### src/rtl/melody_pkg.sv
// melody_pkg: key codes, FSM states and tone half-period table for melody_player
package melody_pkg;
  localparam logic [7:0] KEY_REST = 8'h00;
  localparam logic [7:0] KEY_END = 8'hFF;
  typedef enum logic [2:0] {IDLE, FETCH, LOAD, PLAY, DONE} state_t;
  function automatic logic [16:0] tone_half(input logic [2:0] idx);
    case (idx)
      3'd0: return 17'd95556;
      3'd1: return 17'd85131;
      3'd2: return 17'd75843;
      3'd3: return 17'd71586;
      3'd4: return 17'd63776;
      3'd5: return 17'd56818;
      3'd6: return 17'd50619;
      default: return 17'd47778;
    endcase
  endfunction
endpackage

### src/rtl/melody_tone_gen.sv
// tone_gen: square wave toggling every half_period cycles while enabled
module tone_gen (
  input  logic        clk,
  input  logic        rst,
  input  logic        en,
  input  logic [16:0] half_period,
  output logic        sq
);
  logic [16:0] cnt;
  always_ff @(posedge clk)
    if (!rst || !en) begin
      cnt <= '0;
      sq <= 1'b0;
    end else if (cnt == half_period - 17'd1) begin
      cnt <= '0;
      sq <= ~sq;
    end else
      cnt <= cnt + 17'd1;
endmodule

### src/rtl/melody_player.sv
// melody_player: walks the note memory, decodes key codes and drives the piezo
module melody_player
  import melody_pkg::*;
#(
  parameter int ADDR_W = 6,
  parameter int NOTE_TICKS = 12_500_000,
  parameter int DIV_SHIFT = 0
) (
  input  logic              clk,
  input  logic              rst,
  input  logic              start,
  input  logic              stop,
  input  logic [ADDR_W-1:0] start_addr,
  output logic              mem_rd_en,
  output logic [ADDR_W-1:0] mem_addr,
  input  logic [7:0]        mem_rdata,
  output logic              busy,
  output logic              done,
  output logic              piezo
);
  localparam logic [ADDR_W:0] LAST_NOTE = (ADDR_W+1)'((1 << ADDR_W) - 1);
  state_t state, state_d;
  logic [ADDR_W-1:0] addr;
  logic [ADDR_W:0] note_cnt;
  logic [31:0] dur_cnt;
  logic [16:0] half, hp;
  logic [2:0] idx;
  logic tone, last, tone_en;
  always_comb begin
    idx = '0;
    for (int k = 0; k < 8; k++) if (mem_rdata[k]) idx = 3'(k);
    hp = tone_half(idx) >> DIV_SHIFT;
    last = dur_cnt == 32'(NOTE_TICKS - 1);
    state_d = state;
    case (state)
      IDLE: state_d = start ? FETCH : IDLE;
      FETCH: state_d = LOAD;
      LOAD: state_d = mem_rdata == KEY_END ? DONE : PLAY;
      PLAY: state_d = !last ? PLAY : note_cnt == LAST_NOTE ? DONE : FETCH;
      default: state_d = IDLE;
    endcase
    if (stop) state_d = IDLE;
    // dropping enable on the final PLAY cycle or on stop zeroes the piezo at that edge
    tone_en = tone && state == PLAY && state_d == PLAY;
  end
  always_ff @(posedge clk)
    if (!rst) begin
      state <= IDLE;
      addr <= '0;
      note_cnt <= '0;
      dur_cnt <= '0;
      half <= '0;
      tone <= 1'b0;
    end else begin
      state <= state_d;
      if (state == IDLE && state_d == FETCH) begin
        addr <= start_addr;
        note_cnt <= '0;
      end
      if (state == LOAD) begin
        dur_cnt <= '0;
        tone <= mem_rdata != KEY_REST && $onehot(mem_rdata);
        half <= hp == '0 ? 17'd1 : hp;
      end
      if (state == PLAY) begin
        dur_cnt <= dur_cnt + 32'd1;
        if (last) begin
          addr <= addr + 1'b1;
          note_cnt <= note_cnt + 1'b1;
        end
      end
    end
  assign mem_rd_en = state == FETCH;
  assign mem_addr = addr;
  assign busy = state != IDLE;
  assign done = state == DONE;
  tone_gen u_tone (
    .clk(clk),
    .rst(rst),
    .en(tone_en),
    .half_period(half),
    .sq(piezo)
  );
endmodule

### config.mk
export PLATFORM = sky130hd
export DESIGN_NAME = melody_player
export DESIGN_NICKNAME = d
export VERILOG_FILES = /design/src/rtl/melody_pkg.sv /design/src/rtl/melody_tone_gen.sv /design/src/rtl/melody_player.sv
export SDC_FILE = /design/constraint.sdc
export NUM_CORES = 1
export LEC_CHECK = 0
export BUFFER_PORTS_ARGS = -buffer_cell sky130_fd_sc_hd__buf_2
export CAP_MARGIN = 25
export CORE_MARGIN = 8
export CORE_UTILIZATION = 30
export DETAILED_ROUTE_END_ITERATION = 12
export SKIP_LAST_GASP = 1
export SYNTH_ARGS = -nofsm -noshare
export SYNTH_HDL_FRONTEND = slang
export SYNTH_HIERARCHICAL = 1
export SYNTH_SLANG_ARGS = --single-unit
export TNS_END_PERCENT = 1
### constraint.sdc
create_clock -name clk -period 6.45 [get_ports clk]
set_clock_uncertainty 0.1 [all_clocks]
set_input_delay 1.29 -clock clk [delete_from_list [all_inputs] [get_ports clk]]
set_output_delay 1.29 -clock clk [all_outputs]
set_load 0.01 [all_outputs]
# After elaboration in Yosys (flattened, before gate mapping)
# Cells that the tools add are included.
[word_totals]
register_bits = 84
latchBits = 0
ram_bits = 0
romBits = 0
in_bits = 18
word_cells = 75
n_memories = 0
[classes]
add_sub_neg = 12
mul = 0
div_mod_pow = 0
n_lt_le_gt_ge = 0
n_eq_ne = 17
shift = 0
mux = 23
bitwise = 1
n_reduce_logical = 14
[op_table]
columns = ["op", "count"]
rows = [
  ["$pmux 17 s7", 1],
  ["$mux 32", 2],
  ["$add 32x1->32 const B", 1],
  ["$eq 32x24->1 const B", 1],
  ["$mux 3", 9],
  ["$mux 7", 3],
  ["$mux 6", 3],
  ["$add 17x1->17 const B", 1],
  ["$eq 17x17->1", 1],
  ["$logic_not 17->1", 1],
  ["$mux 17", 1],
  ["$sub 17x1->17 const B", 1],
  ["$eq 3x2->1 const B", 5],
  ["$eq 3x3->1 const B", 4],
  ["$pmux 3 s4", 1],
  ["$eq 3x1->1 const B", 3],
  ["$add 1x1->2", 4],
  ["$eq 8x8->1 const B", 1],
  ["$reduce_bool 8->1", 1],
  ["$add 7x1->7 const B", 1],
  ["$eq 7x6->1 const B", 1],
  ["$add 2x2->3", 2],
  ["$add 6x1->6 const B", 1],
  ["$logic_not 3->1", 2],
  ["other kinds (11)", 16],
]

# Depth between registers and ports, before layout
[logic_depth]
word_depth = 11
mapped_depth = 12
depth_no_buf = 12

# Hierarchy
# Netlist, hierarchy kept.
[by_module_without_submodules]
columns = ["mod", "instances", "cells_per_inst", "area_each_um2", "seq_area_each_um2"]
rows = [
  ["melody_player", 1, 464, 3569.7, 1321.3],
  ["tone_gen", 1, 186, 1480.2, 360.3],
]

# Worst setup path before layout
# OpenSTA, ideal clock, no wires.
[synth_path]
path_kind = "input-to-reg"
start = "input mem_rdata[0]"
end = "register tone"
setup_ns = 0.070
t_arrival_ns = 3.957
required_ns = 6.280
setup_slack_ns = 2.323
cell_stages = 11
n_path_buf = 0
cell_sequence = "fa_1 inv_1 fa_1 fa_1 inv_1 ha_1 inv_1 fa_1 o211ai_1 or3_1 a21oi_1"
[synth_between]
elab_chain_len = 5
[synth_rtl]
columns = ["element", "line", "source"]
rows = [
  ["from (decl)", "melody_player.sv:16", "input logic [7:0] mem_rdata,"],
  ["$add 1x1->2 (implied by the code)", "melody_player.sv:62", "tone <= mem_rdata != KEY_REST && $onehot(mem_rdata);"],
  ["$add 2x2->3 (implied by the code)", "melody_player.sv:62", ""],
  ["$add 3x3->4 (implied by the code)", "melody_player.sv:62", ""],
  ["$eq 4x1->1", "melody_player.sv:62", ""],
  ["$logic_and 1x1->1 (*)", "melody_player.sv:62", ""],
  ["to (signal assigned)", "melody_player.sv:62", ""],
  ["to (decl)", "melody_player.sv:28", "logic tone, last, tone_en;"],
]
# Every way passes the cells marked *; elsewhere a longest branch is shown, timed or not.
# A chain may end at the register's enable or synchronous reset.

# Worst setup path after layout
# Same ends and word-level chain as after synthesis.

==> impl_metrics.env <==
export IMPL_post_synth_top_count_cell="nor2_1"
export IMPL_chipWidth_um=146
export IMPL_final_core_area_utilization_pct=34.5
export IMPL_antenna_violating_nets_post_route=0
export IMPL_timing_reg2reg_setup_slack_ns=3.00
export IMPL_post_cts_setup_buffers=0
export IMPL_synth_top_family_by_area="simple AND/OR/NAND/NOR gates"
export IMPL_global_route_wire_length_before_repair_um=20600
export IMPL_max_slew_margin_rel_pct=48.1
export IMPL_synth_compound_area_share_pct=17.7
export IMPL_die_area_sq_mm=0.0212
export IMPL_dr_first_iter_drc_count=291
export IMPL_worstSkewPairLatency_ns=0.35
export IMPL_number_of_instances_on_the_worst_hold_path=2
export IMPL_area_growth_syn_to_layout_pct=12.8
export IMPL_synthesis_instances=650
export IMPL_synth_top_area_share_pct=33.3
export IMPL_internal_power_uw=925
export IMPL_aggregate_routed_wire_length_um=12300
export IMPL_synth_seq_cells=84
export IMPL_min_period_over_period_pct=62.0
export IMPL_grt_overflow_total=0
export IMPL_fraction_of_the_mapped_netlist_area_in_adder_cells_pct=4.06
export IMPL_postSynth_topFlopCell="dfxtp_1"
export IMPL_synthesis_area_sq_mm=0.00505
export IMPL_synth_area_leaders="dfxtp_1 33%, nor2_1 6.4%, xor2_1 5.2%"
export IMPL_port_buffers=27
export IMPL_ctsResizeCount=0
export IMPL_syn_avg_cell_area_sq_um=7.77
export IMPL_yosys_area_top_type="dfxtp_1"
export IMPL_min_delay_path_class="flop to flop"
export IMPL_path_depth=12
export IMPL_synth_xor_area_share_pct=8.85
export IMPL_synth_seq_area_share_pct=33.3
export IMPL_final_setup_tns_ns=0
export IMPL_synthArstFlopShare_pct=0
export IMPL_clock_fmax_mhz=250
export IMPL_core_rowCount=47
export IMPL_floorplan_die_height_um=146
export IMPL_grt_use_total_pct=11.6
export IMPL_number_of_detailed_routing_iterations_run_before_antenna_repair=4
export IMPL_netlist_cell_type_count=65
export IMPL_synth_cells_most_frequent="86 x nor2_1, 84 x dfxtp_1, 53 x nand2_1"
export IMPL_worst_setup_path_start_kind="input port"
export IMPL_clkPwrFrac_pct=47.1
export IMPL_detail_route_drc_violations=0
export IMPL_worst_setup_path_type="input port to flop"
export IMPL_final_setup_viol_count=0
export IMPL_floorplan_core_area_sq_mm=0.0165
export IMPL_cts_buffer_count=9
export IMPL_clock_sinks=84
export IMPL_post_synthesis_simple_gate_area_fraction_pct=31.3
export IMPL_min_cycle_time_layout_ns=4.00
export IMPL_antennaDiodeCount=0
export IMPL_critPathArrivalTime_ns=4.18
export IMPL_reg2regPathDepth=9
export IMPL_rsz0062_at_grt="false"
export IMPL_cts_htree_levels=3
export IMPL_cpMaxStageDelayCell="fa_1"
export IMPL_final_cells=887
export IMPL_report_final_hold_viol_count=0
export IMPL_initial_utilization_pct=30.6
export IMPL_antenna_found_initial=0
export IMPL_cts_path_max_buffers=2
export IMPL_first_global_vias=4160
export IMPL_result_of_the_run="completed"
export IMPL_critical_path_cell_chain="buf_2 -> fa_1 -> inv_1 -> fa_1 -> fa_1 -> inv_1 -> ha_1 -> inv_1 -> fa_1 -> o211ai_1 -> or3_1 -> a21oi_1"
export IMPL_post_route_cells_drive_above_1_share_pct=10.2
export IMPL_power_net_switching_uw=298
export IMPL_maxCapViolCount=0
export IMPL_crit_path_frequent_cell="fa_1"
export IMPL_grt_max_degree=42
export IMPL_drt_vias_per_instance=5.14
export IMPL_design_portCount=28
export IMPL_num_nets_final=694
export IMPL_cts_hold_buffers_added=0
export IMPL_count_of_flip_flops_with_a_built_in_enable_after_synthesis=0
export IMPL_mappedNetlistNets=682
export IMPL_wl_per_cell_um=13.8
export IMPL_critical_path_max_stage_delay_ns=0.53
export IMPL_clk_root_buffer_cell="clkbuf_16"
export IMPL_synthesis_yosys_warnings=6
export IMPL_numPlacedInstances=870
export IMPL_comb_power_share_pct=9.4
export IMPL_cts_tree="built"
export IMPL_power_share_switching_pct=24.4
export IMPL_worst_ep_required_time_ns=6.63
export IMPL_critPathMaxFanout=3
export IMPL_transition_time_at_the_pin_with_the_least_slew_margin_ns=0.775
export IMPL_p_leak_uw=0.00210
export IMPL_cp_end_kind="flop"
export IMPL_dp_final_hpwl_um=8710
export IMPL_cp_top_family="adder cells"
export IMPL_share_seq_of_total_power_pct=43.5
export IMPL_clkTransAtPathRegs_ns=0.06
export IMPL_routabilityCongestion=0.844
export IMPL_slew_viol_final=0
export IMPL_worst_ir_drop_vdd_v=0.000141
export IMPL_yosys_mux_area_fraction_pct=0
export IMPL_num_vias=4558
export IMPL_powerDensity_mw_per_mm2=215
export IMPL_buf_inv_on_cp=4
==> power groups by stage <==
stage	Combinational (uW)	Sequential [uW]	Clock [uW]
final	115	532	576
after floorplan	87.2	540	0
after detailed placement	115	543	0
after CTS	116	531	592
after global routing	130	532	614
after global placement	114	543	0
==> flip-flops by register name, summed over array words and instances, names as in the netlist <==
| name | flops |
|---|---|
| dur_cnt | 32 |
| half | 17 |
| mem_addr | 6 |
| note_cnt | 7 |
| state | 3 |
| tone | 1 |
| u_tone/cnt | 17 |
| u_tone/sq | 1 |
==> area by class of cell <==
| class | instances | area, sq um |
|---|---|---|
| timing repair buffer | 34 | 188 |
| sequential | 84 | 1680 |
| inverter | 23 | 86.3 |
| clock buffer | 10 | 239 |
| fill | 1756 | 10800 |
| multi-input combinational | 510 | 3130 |
| clock inverter | 6 | 95.1 |
| tap | 220 | 275 |
==> worst paths after layout <==
path                                    from       endpoint
worst min register to register   dur_cnt[31]    dur_cnt[31]
worst max-delay path            mem_rdata[0]           tone
worst max register to register       half[0]  u_tone/cnt[6]
worst min-delay path             dur_cnt[31]    dur_cnt[31]
==> routing by layer <==
metal  GRT usage [%]  part of all wire (%)
met2            18.6                    47
met5               0                     0
met4            4.84                   2.2
met1            15.0                    48
met3            2.46                   2.2
==> kinds of logic after synthesis <==
group                    Yosys count
buffers and inverters             56
adder cells (fa/ha/maj)           14
AO/OA/AOI/OAI                    141
XOR/XNOR                          51
AND/OR/NAND/NOR                  304
flip-flops                        84
==> cell usage in the layout (no fill, tap or decap), types with 11 or more instances in the layout <==
cell and n:
nor2_1 86, dfxtp_1 84, nand2_1 53, o21ai_0 50
nand3_1 44, a21oi_1 33, xor2_1 30, buf_2 27
nand4_1 25, inv_1 23, xnor2_1 21, nor3_1 17
a31oi_1 14, and3_1 12, or3_1 11
==> stage by stage <==
| step | worst slack [ns] | cell area [sq um] | power (uW) | hold WS (ns) |
|---|---|---|---|---|
| floorplan | 2.32 | 5050 | 627 | 0.337 |
| global placement | 2.10 | 5360 | 657 | 0.371 |
| detailed placement | 2.09 | 5360 | 658 | 0.381 |
| CTS | 2.45 | 5690 | 1240 | 0.391 |
| global route | 2.33 | 5700 | 1280 | 0.404 |
| finish | 2.45 | 5700 | 1220 | 0.386 |
==> worst min-delay path: cells and delay by family, from the launching register on <==
kind / cells / cell delay [ns]
flip-flops: 1 / 0.31
AO/OA/AOI/OAI: 2 / 0.13
Power figures use the tool's default switching activity.
